$ cat src/rtl/mem_arb_pkg.sv
// Shared types and constants for the two-port memory arbiter.
package mem_arb_pkg;

  typedef enum logic [1:0] {
    IDLE    = 2'd0,
    ACCESS  = 2'd1,
    RESPOND = 2'd2
  } arb_state_t;

  localparam logic PORT_CPU = 1'b0;
  localparam logic PORT_LDR = 1'b1;

  localparam int ADDR_W_DEF = 8;
  localparam int DATA_W_DEF = 8;

endpackage

$ cat src/rtl/mem_arbiter_if.sv
// Bundle of requester handshake and memory bus signals around mem_arbiter.
// The master side is the requesters plus the memory; the slave side is the arbiter.
interface mem_arbiter_if
  import mem_arb_pkg::*;
#(
  parameter int ADDR_W = ADDR_W_DEF,
  parameter int DATA_W = DATA_W_DEF
) ();

  logic              req0;
  logic              req1;
  logic              we0;
  logic              we1;
  logic [ADDR_W-1:0] addr0;
  logic [ADDR_W-1:0] addr1;
  logic [DATA_W-1:0] wdata0;
  logic [DATA_W-1:0] wdata1;
  logic              lock0;
  logic              lock1;
  logic              gnt0;
  logic              gnt1;
  logic              done0;
  logic              done1;
  logic [DATA_W-1:0] rdata;
  logic              mem_en;
  logic              mem_we;
  logic [ADDR_W-1:0] mem_addr;
  logic [DATA_W-1:0] mem_wdata;
  logic [DATA_W-1:0] mem_rdata;
  logic              busy;
  logic              owner;

  modport master (
    output req0, req1, we0, we1, addr0, addr1, wdata0, wdata1, lock0, lock1,
    output mem_rdata,
    input  gnt0, gnt1, done0, done1, rdata, busy, owner,
    input  mem_en, mem_we, mem_addr, mem_wdata
  );

  modport slave (
    input  req0, req1, we0, we1, addr0, addr1, wdata0, wdata1, lock0, lock1,
    input  mem_rdata,
    output gnt0, gnt1, done0, done1, rdata, busy, owner,
    output mem_en, mem_we, mem_addr, mem_wdata
  );

endinterface

$ cat src/rtl/mem_arb_pick.sv
// Combinational winner select: round-robin on ties, with an optional lock
// hold that keeps ownership with the last winner while it keeps requesting.
module mem_arb_pick
  import mem_arb_pkg::*;
(
  input  logic req0,
  input  logic req1,
  input  logic last,
  input  logic lock_hold,
  output logic winner,
  output logic valid
);

  // Choose a port from the live requests and the last winner.
  always_comb begin
    valid  = req0 | req1;
    winner = PORT_CPU;
    if (lock_hold && ((last == PORT_LDR) ? req1 : req0)) begin
      winner = last;
    end else if (req0 && req1) begin
      winner = ~last;
    end else if (req1) begin
      winner = PORT_LDR;
    end else begin
      winner = PORT_CPU;
    end
  end

endmodule

$ cat src/rtl/mem_arbiter.sv
// Two-port arbiter for the single-ported program/data memory.
// Each accepted request becomes exactly one three-cycle transaction:
// IDLE (arbitrate) -> ACCESS (gnt, mem_en) -> RESPOND (done, rdata).
// Optional feature macro: MEM_ARB_LOCK_EN lets the owner port keep ownership
// by holding its lock input; without it arbitration is pure round-robin.
module mem_arbiter
  import mem_arb_pkg::*;
#(
  parameter int ADDR_W = ADDR_W_DEF,
  parameter int DATA_W = DATA_W_DEF
) (
  input  logic          clock,
  input  logic          reset,
  mem_arbiter_if.slave  bus
);

  arb_state_t        state_q, state_d;
  logic              owner_q, owner_d;
  logic              gnt0_q, gnt0_d;
  logic              gnt1_q, gnt1_d;
  logic              done0_q, done0_d;
  logic              done1_q, done1_d;
  logic              mem_en_q, mem_en_d;
  logic              mem_we_q, mem_we_d;
  logic [ADDR_W-1:0] mem_addr_q, mem_addr_d;
  logic [DATA_W-1:0] mem_wdata_q, mem_wdata_d;

  logic pick_winner;
  logic pick_valid;
  logic lock_hold;

`ifdef MEM_ARB_LOCK_EN
  assign lock_hold = (owner_q == PORT_LDR) ? bus.lock1 : bus.lock0;
`else
  logic unused_lock;
  assign lock_hold   = 1'b0;
  assign unused_lock = bus.lock0 ^ bus.lock1;
`endif

  mem_arb_pick u_pick (
    .req0      (bus.req0),
    .req1      (bus.req1),
    .last      (owner_q),
    .lock_hold (lock_hold),
    .winner    (pick_winner),
    .valid     (pick_valid)
  );

  // Next-state and registered-output logic for the three-state transaction FSM.
  always_comb begin
    state_d     = state_q;
    owner_d     = owner_q;
    gnt0_d      = 1'b0;
    gnt1_d      = 1'b0;
    done0_d     = 1'b0;
    done1_d     = 1'b0;
    mem_en_d    = 1'b0;
    mem_we_d    = 1'b0;
    mem_addr_d  = mem_addr_q;
    mem_wdata_d = mem_wdata_q;
    case (state_q)
      IDLE: begin
        if (pick_valid) begin
          state_d  = ACCESS;
          owner_d  = pick_winner;
          mem_en_d = 1'b1;
          if (pick_winner == PORT_LDR) begin
            gnt1_d      = 1'b1;
            mem_we_d    = bus.we1;
            mem_addr_d  = bus.addr1;
            mem_wdata_d = bus.wdata1;
          end else begin
            gnt0_d      = 1'b1;
            mem_we_d    = bus.we0;
            mem_addr_d  = bus.addr0;
            mem_wdata_d = bus.wdata0;
          end
        end
      end
      ACCESS: begin
        state_d = RESPOND;
        done0_d = (owner_q == PORT_CPU);
        done1_d = (owner_q == PORT_LDR);
      end
      RESPOND: begin
        state_d = IDLE;
      end
      default: begin
        state_d = IDLE;
      end
    endcase
  end

  // State and output registers with synchronous active-low reset.
  always_ff @(posedge clock) begin
    if (!reset) begin
      state_q     <= IDLE;
      owner_q     <= PORT_LDR;
      gnt0_q      <= 1'b0;
      gnt1_q      <= 1'b0;
      done0_q     <= 1'b0;
      done1_q     <= 1'b0;
      mem_en_q    <= 1'b0;
      mem_we_q    <= 1'b0;
      mem_addr_q  <= '0;
      mem_wdata_q <= '0;
    end else begin
      state_q     <= state_d;
      owner_q     <= owner_d;
      gnt0_q      <= gnt0_d;
      gnt1_q      <= gnt1_d;
      done0_q     <= done0_d;
      done1_q     <= done1_d;
      mem_en_q    <= mem_en_d;
      mem_we_q    <= mem_we_d;
      mem_addr_q  <= mem_addr_d;
      mem_wdata_q <= mem_wdata_d;
    end
  end

  // The memory itself registers read data, so it is already aligned with
  // RESPOND; it is gated to zero whenever no done is being reported.
  assign bus.rdata     = (done0_q | done1_q) ? bus.mem_rdata : '0;
  assign bus.gnt0      = gnt0_q;
  assign bus.gnt1      = gnt1_q;
  assign bus.done0     = done0_q;
  assign bus.done1     = done1_q;
  assign bus.mem_en    = mem_en_q;
  assign bus.mem_we    = mem_we_q;
  assign bus.mem_addr  = mem_addr_q;
  assign bus.mem_wdata = mem_wdata_q;
  assign bus.busy      = (state_q != IDLE);
  assign bus.owner     = owner_q;

endmodule

$ cat src/flat_wrapper.sv
// flat-port wrapper written by rule: the top's interface ports become plain ports
module mem_arbiter_flat import mem_arb_pkg::*;
#(
  parameter int ADDR_W = ADDR_W_DEF,
  parameter int DATA_W = DATA_W_DEF
)
  (clock, reset, bus_req0, bus_req1, bus_we0, bus_we1, bus_addr0, bus_addr1, bus_wdata0, bus_wdata1, bus_lock0, bus_lock1, bus_mem_rdata, bus_gnt0, bus_gnt1, bus_done0, bus_done1, bus_rdata, bus_busy, bus_owner, bus_mem_en, bus_mem_we, bus_mem_addr, bus_mem_wdata);
  mem_arbiter_if #(.ADDR_W(ADDR_W), .DATA_W(DATA_W)) bus_i ();
  input  logic clock;
  input  logic reset;
  input wire logic [$bits(bus_i.req0)-1:0] bus_req0;
  input wire logic [$bits(bus_i.req1)-1:0] bus_req1;
  input wire logic [$bits(bus_i.we0)-1:0] bus_we0;
  input wire logic [$bits(bus_i.we1)-1:0] bus_we1;
  input wire logic [$bits(bus_i.addr0)-1:0] bus_addr0;
  input wire logic [$bits(bus_i.addr1)-1:0] bus_addr1;
  input wire logic [$bits(bus_i.wdata0)-1:0] bus_wdata0;
  input wire logic [$bits(bus_i.wdata1)-1:0] bus_wdata1;
  input wire logic [$bits(bus_i.lock0)-1:0] bus_lock0;
  input wire logic [$bits(bus_i.lock1)-1:0] bus_lock1;
  input wire logic [$bits(bus_i.mem_rdata)-1:0] bus_mem_rdata;
  output wire logic [$bits(bus_i.gnt0)-1:0] bus_gnt0;
  output wire logic [$bits(bus_i.gnt1)-1:0] bus_gnt1;
  output wire logic [$bits(bus_i.done0)-1:0] bus_done0;
  output wire logic [$bits(bus_i.done1)-1:0] bus_done1;
  output wire logic [$bits(bus_i.rdata)-1:0] bus_rdata;
  output wire logic [$bits(bus_i.busy)-1:0] bus_busy;
  output wire logic [$bits(bus_i.owner)-1:0] bus_owner;
  output wire logic [$bits(bus_i.mem_en)-1:0] bus_mem_en;
  output wire logic [$bits(bus_i.mem_we)-1:0] bus_mem_we;
  output wire logic [$bits(bus_i.mem_addr)-1:0] bus_mem_addr;
  output wire logic [$bits(bus_i.mem_wdata)-1:0] bus_mem_wdata;
  assign bus_i.req0 = bus_req0;
  assign bus_i.req1 = bus_req1;
  assign bus_i.we0 = bus_we0;
  assign bus_i.we1 = bus_we1;
  assign bus_i.addr0 = bus_addr0;
  assign bus_i.addr1 = bus_addr1;
  assign bus_i.wdata0 = bus_wdata0;
  assign bus_i.wdata1 = bus_wdata1;
  assign bus_i.lock0 = bus_lock0;
  assign bus_i.lock1 = bus_lock1;
  assign bus_i.mem_rdata = bus_mem_rdata;
  assign bus_gnt0 = bus_i.gnt0;
  assign bus_gnt1 = bus_i.gnt1;
  assign bus_done0 = bus_i.done0;
  assign bus_done1 = bus_i.done1;
  assign bus_rdata = bus_i.rdata;
  assign bus_busy = bus_i.busy;
  assign bus_owner = bus_i.owner;
  assign bus_mem_en = bus_i.mem_en;
  assign bus_mem_we = bus_i.mem_we;
  assign bus_mem_addr = bus_i.mem_addr;
  assign bus_mem_wdata = bus_i.mem_wdata;
  mem_arbiter #(.ADDR_W(ADDR_W), .DATA_W(DATA_W)) u_core (.clock(clock), .reset(reset), .bus(bus_i));
endmodule
$ cat config.mk
export PLATFORM = sky130hd
export DESIGN_NAME = mem_arbiter_flat
export DESIGN_NICKNAME = d
export VERILOG_FILES = /design/src/rtl/mem_arb_pkg.sv /design/src/rtl/mem_arbiter_if.sv /design/src/rtl/mem_arb_pick.sv /design/src/rtl/mem_arbiter.sv /design/src/flat_wrapper.sv
export SDC_FILE = /design/constraint.sdc
export NUM_CORES = 1
export LEC_CHECK = 0
export CAP_MARGIN = 20
export CORE_UTILIZATION = 34
export CTS_CLUSTER_SIZE = 20
export DETAILED_ROUTE_END_ITERATION = 10
export PLACE_DENSITY = 0.78
export SLEW_MARGIN = 20
export SYNTH_ARGS = -nofsm -noshare
export SYNTH_HDL_FRONTEND = slang
export SYNTH_SLANG_ARGS = --single-unit
$ cat constraint.sdc
create_clock -name clock -period 1.35 [get_ports clock]
set_input_delay 0.135 -clock clock [delete_from_list [all_inputs] [get_ports clock]]
set_output_delay 0.135 -clock clock [all_outputs]
set_load 0.03 [all_outputs]
**Word-level counts from Yosys, hierarchy flattened**

Cells that the tools add are included.

- Bitwise operators: 3
- Muxes and demuxes: 11
- Add/subtract/negate cells: 0
- Equal/unequal tests: 2
- Div/mod/pow operators: 0
- Multiply operators: 0
- $lt $le $gt $ge: 0
- Shifts and indexed selects: 0
- Reductions and logical operators: 7

Operator list:

| kind | number |
|---|---|
| 8-bit 2-to-1 mux | 3 |
| 1-bit 2-to-1 mux | 6 |
| 2-bit AND reduction | 3 |
| 2-bit case mux with 2 select lines | 1 |
| 3-bit AND reduction | 1 |
| 2-bit by 1-bit equality test with 1-bit output, second input constant | 1 |
| 2-bit zero test | 1 |
| 2-bit 2-to-1 mux | 1 |
| 2-bit by 1-bit inequality test with 1-bit output, second input constant | 1 |
| 1-bit OR | 2 |
| 2-bit nonzero test | 1 |
| 1-bit logical AND | 1 |
| 1-bit NOT | 1 |

- Input bits: 48
- Memory bits (writable): 0
- Word-level logic and storage cells: 33
- Output and inout bits: 32
- Bits in read-only memories: 0
- Register bits after elaboration: 25
- Latch bits: 0
- Memories kept: 0

**Longest topological paths before layout**

- Depth after elaboration: 3
- Gate-level depth with buffers: 6
- Depth with buffers taken out: 3

**Hierarchy**

A second synthesis with hierarchy kept.

- Cells, all modules: 107
- Area total of the unflattened synthesis: 1046.0 sq um

Modules (own cells, without submodules):

| module | area an instance (sq um) | times used | cells an instance | seq. area each (sq um) |
|---|---|---|---|---|
| mem_arbiter | 1023.5 | 1 | 104 | 500.5 |
| mem_arb_pick | 22.5 | 1 | 3 | 0.0 |

**Worst setup path before layout**

OpenSTA, ideal clock, no wires.

- Kind: register to register
- Start point: register u_core.owner_q (netlist: u_core.bus.owner)
- End point: register u_core.mem_addr_q[6] (netlist: u_core.bus.mem_addr[6])
- Data required time: 1.261 ns
- Slack: -0.095 ns
- Cell stages (with the launch flop): 6
- Buffers on the path: 2
- Data arrival time: 1.356 ns
- Setup time: 0.089 ns
- Cell sequence: dfxtp_1 > a21bo_2 > buf_2 > buf_2 > nand2_1 > a311oi_2

- Cells in the longest elaborated chain, start to end: 3

Ends and longest elaborated chain:

| item | RTL line | RTL |
|---|---|---|
| from (decl) | mem_arbiter.sv:18 | `logic owner_q, owner_d;` |
| from (signal assigned) | mem_arbiter.sv:109 | `owner_q <= owner_d;` |
| 1-bit NOT | mem_arb_pick.sv:21 | `winner = ~last;` |
| 1-bit 2-to-1 mux | mem_arb_pick.sv:20 | `end else if (req0 && req1) begin` |
| 8-bit 2-to-1 mux | mem_arbiter.sv:67 | `if (pick_winner == PORT_LDR) begin` |
| to (signal assigned) | mem_arbiter.sv:116 | `mem_addr_q <= mem_addr_d;` |
| to (decl) | mem_arbiter.sv:25 | `logic [ADDR_W-1:0] mem_addr_q, mem_addr_d;` |

No other way between the ends.
A chain may end at the register's enable or synchronous reset.

**Worst setup path in the final report**

- Start point: register u_core.state_q[1]
- End point: output port bus_busy

- Cells in the longest elaborated chain, start to end: 1

Ends and longest elaborated chain:

| item | RTL line | RTL |
|---|---|---|
| from (decl) | mem_arbiter.sv:17 | `arb_state_t state_q, state_d;` |
| from (signal assigned) | mem_arbiter.sv:108 | `state_q <= state_d;` |
| 2-bit nonzero test | mem_arbiter.sv:132 | `assign bus.busy = (state_q != IDLE);` |
| to (decl) | flat_wrapper.sv:27 | `output wire logic [$bits(bus_i.busy)-1:0] bus_busy;` |

No other way between the ends.

==> impl_metrics.env <==
export IMPL_fin_skew_ps=1.413
export IMPL_r2r_cells=4
export IMPL_clk_latency_ps=310
export IMPL_pre_cts_ws_ps=-144.7
export IMPL_tightest_slew_ps=332.9
export IMPL_io_pins=80
export IMPL_syn_inst=129
export IMPL_yosysWarnings=0
export IMPL_rsz0062_at_grt="yes"
export IMPL_cts_root_buf="clkbuf_4"
export IMPL_die_y_um=60.12
export IMPL_via_per_inst=5.101
export IMPL_start_kind="register"
export IMPL_fin_crit_sh_pct=99.46
export IMPL_synth_seq_cells=25
export IMPL_fin_area_um2=2017
export IMPL_cts_sinks=25
export IMPL_nNetsFinal=262
export IMPL_rr_startpoint="u_core.bus.owner$_SDFFE_PN1P_"
export IMPL_setup_viol=0
export IMPL_clock_fmax_ghz=0.7448
export IMPL_hold_violations=0
export IMPL_dpl_cell_area_um2=1984
export IMPL_row_count=20
export IMPL_p_int_uw=1281
export IMPL_ctsHoldBuffers=0
export IMPL_status="finished, final reports clean"
export IMPL_r2r_end="u_core.bus.mem_addr[0]$_SDFFE_PN0P_"
export IMPL_synthesis_area_um2=1149
export IMPL_gp_congestion=0.7698
export IMPL_synth_top_area_share_pct=43.57
export IMPL_rrSetupSlack_ps=120
export IMPL_grt_max_degree=20
export IMPL_power_frac_seq_pct=43.9
export IMPL_area_growth_synth_to_final_pct=75.60
export IMPL_drv_slew=0
export IMPL_grt_antenna_before_repair=0
export IMPL_max_cap_violations=0
export IMPL_p_sw_share_pct=34.54
export IMPL_die_area_um2=3614
export IMPL_p_clk_share_pct=17.1
export IMPL_drtIter0Drc=33
export IMPL_dr_pass1_iters=6
export IMPL_drive_gt1_share_pct=19.72
export IMPL_stdcell_count=257
export IMPL_cp_end_kind="output port"
export IMPL_crit_type="register to output port"
export IMPL_grt_pass1_vias=1230
export IMPL_dp_cells=251
export IMPL_start_util_pct=36.72
export IMPL_gr_total_overflow=0
export IMPL_vdd_drop_max_uv=644.4
export IMPL_track_usage_pct=20.93
export IMPL_dp_hpwl_um=2749
export IMPL_netSwitchingPower_uw=675.9
export IMPL_synth_nets=177
export IMPL_n_antenna_cell=0
export IMPL_antenna_left=0
export IMPL_core_area_um2=3128
export IMPL_yosysSeqAreaShare_pct=43.57
export IMPL_numCtsBuffers=3
export IMPL_cts_max_level=1
export IMPL_cp_max_fo=9
export IMPL_pwr_share_comb_pct=39.0
export IMPL_crit_path_start="u_core.state_q[1]$_SDFFE_PN0P_"
export IMPL_io_buffers=77
export IMPL_yosys_area_top_type="dfxtp_1"
export IMPL_synth_cell_types=22
export IMPL_whs_path_depth=3
export IMPL_syn_area_per_cell_um2=8.904
export IMPL_critPathCapture="bus_busy"
export IMPL_p_leak_uw=0.0008859
export IMPL_p_per_area_nw_per_um2=970.1
export IMPL_hold_path_class="input pin to register"
export IMPL_die_w_um=60.12
export IMPL_dr_total_vias=1311
export IMPL_worstPathArrival_ps=1210
export IMPL_setup_ws_ps=7.303
export IMPL_grt_first_pass_wirelength_um=5513
export IMPL_maxSlewHeadroom_pct=77.90
export IMPL_wirelength_um=3582
export IMPL_clkSlewWorstSetupHoldPaths_ps=130
export IMPL_holdWs_ps=355.6
export IMPL_final_core_util_pct=64.48
export IMPL_wl_per_cell_um=13.94
export IMPL_cts_buffer_depth=2
export IMPL_drc=0
export IMPL_cp_required_ps=1220
export IMPL_cts_tree="yes"
export IMPL_synth_top_cells_by_area="dfxtp_1 44%, a311oi_2 13%, nand2_1 11%"
export IMPL_post_route_min_period_ps=1343
-- flip-flops by register name, summed over array words and instances (netlist names) --
signal / cells
u_core.bus.gnt1: 1
u_core.bus.mem_addr: 8
u_core.bus.done1: 1
u_core.state_q: 2
u_core.bus.owner: 1
u_core.bus.mem_we: 1
u_core.bus.gnt0: 1
u_core.bus.mem_wdata: 8
u_core.bus.done0: 1
u_core.bus.mem_en: 1
-- per-layer routing --
metal / GRT usage [%] / part of all wire [%] / vias to the layer above
li1: - / - / 616
met1: 20.69 / 37 / 635
met2: 42.54 / 56 / 56
met3: 2.814 / 5.4 / 4
met4: 7.973 / 1.3 / 0
met5: 0 / 0 / -
-- through the flow --
step / TNS, ps / power, uW
2_1_floorplan: 0 / 1304
3_3_place_gp: -1563 / 1647
3_5_place_dp: -2028 / 1668
4_1_cts: 0 / 1944
5_1_grt: -48.54 / 2040
6_report: 0 / 1957
-- timing repair --
item / 4_1_cts / 5_1_grt
endpoints found under the setup margin: 33 / 9
buffers inserted: 0 / 2
pin swaps: 1 / 1
gates cloned: 0 / 0
hold endpoints to repair: 0 / 0
resized for setup: 27 / 2
-- power groups by stage --
| stage | Combinational (uW) | Sequential, uW | Clock (uW) |
|---|---|---|---|
| after CTS | 756 | 857 | 331 |
| final | 763 | 860 | 334 |
| after global routing | 811 | 869 | 360 |
| after detailed placement | 795 | 873 | 0 |
| after global placement | 776 | 871 | 0 |
| after floorplan | 296 | 1010 | 0 |
-- layout make-up --
| type | instances | area (um2) |
|---|---|---|
| Tap cell | 44 | 55.05 |
| Multi-Input combinational cell | 90 | 571.8 |
| Inverter | 4 | 15.01 |
| Sequential cell | 25 | 503.0 |
| Timing Repair Buffer | 90 | 845.8 |
| Clock buffer | 4 | 26.28 |
| Fill cell | 273 | 1111 |
-- critical path: stages (launching register included) --
cell     delay (ps)
dfxtp_2         370
nor2_4          170
buf_6           160
inv_1            40
buf_4           160
-- how the worst min path moves through the flow --
stage | startpoint | endpoint
after floorplan | bus_we1 | u_core.bus.mem_we$_SDFF_PN0_
after global placement | u_core.state_q[1]$_SDFFE_PN0P_ | u_core.bus.done0$_SDFF_PN0_
after detailed placement | u_core.state_q[1]$_SDFFE_PN0P_ | u_core.bus.done0$_SDFF_PN0_
after CTS | bus_we0 | u_core.bus.mem_we$_SDFF_PN0_
after global routing | bus_we1 | u_core.bus.mem_we$_SDFF_PN0_
final | bus_we0 | u_core.bus.mem_we$_SDFF_PN0_
-- cells in the final DEF (no fill, tap or decap), types with 2 or more instances in the layout --
master	count
a21oi_1	17
a311oi_1	6
a311oi_2	10
buf_12	2
buf_4	19
clkbuf_4	3
clkdlybuf4s50_1	45
dfxtp_1	23
dfxtp_2	2
dlygate4sd2_1	23
inv_1	3
nand2_1	35
nor2_1	3
nor2_4	2
nor2b_1	8
-- cells by family (layout without fill, tap and decap cells) --
logic type             after synthesis  in the layout  share of synthesized area, %
buffers and inverters               14             98                         7.951
AO/OA/AOI/OAI                       37             37                         28.32
AND/OR/NAND/NOR                     53             53                         20.15
flip-flops                          25             25                         43.57
-- Yosys cell counts --
master and instances:
inv_1 3, or2_1 1, nor2_1 5, and2_1 1
clkbuf_1 1, a311oi_1 6, dfxtp_1 25, buf_6 2
buf_2 6, and2_4 1, nand2_1 35, a211o_1 1
a21boi_0 1, nor3_1 1, a311oi_2 10, buf_12 1
a21bo_2 1, clkinv_1 1, nand3_1 1, a21oi_1 17
nor2b_1 8, a21boi_2 1
No activity file was read; power rests on OpenSTA's default activity.
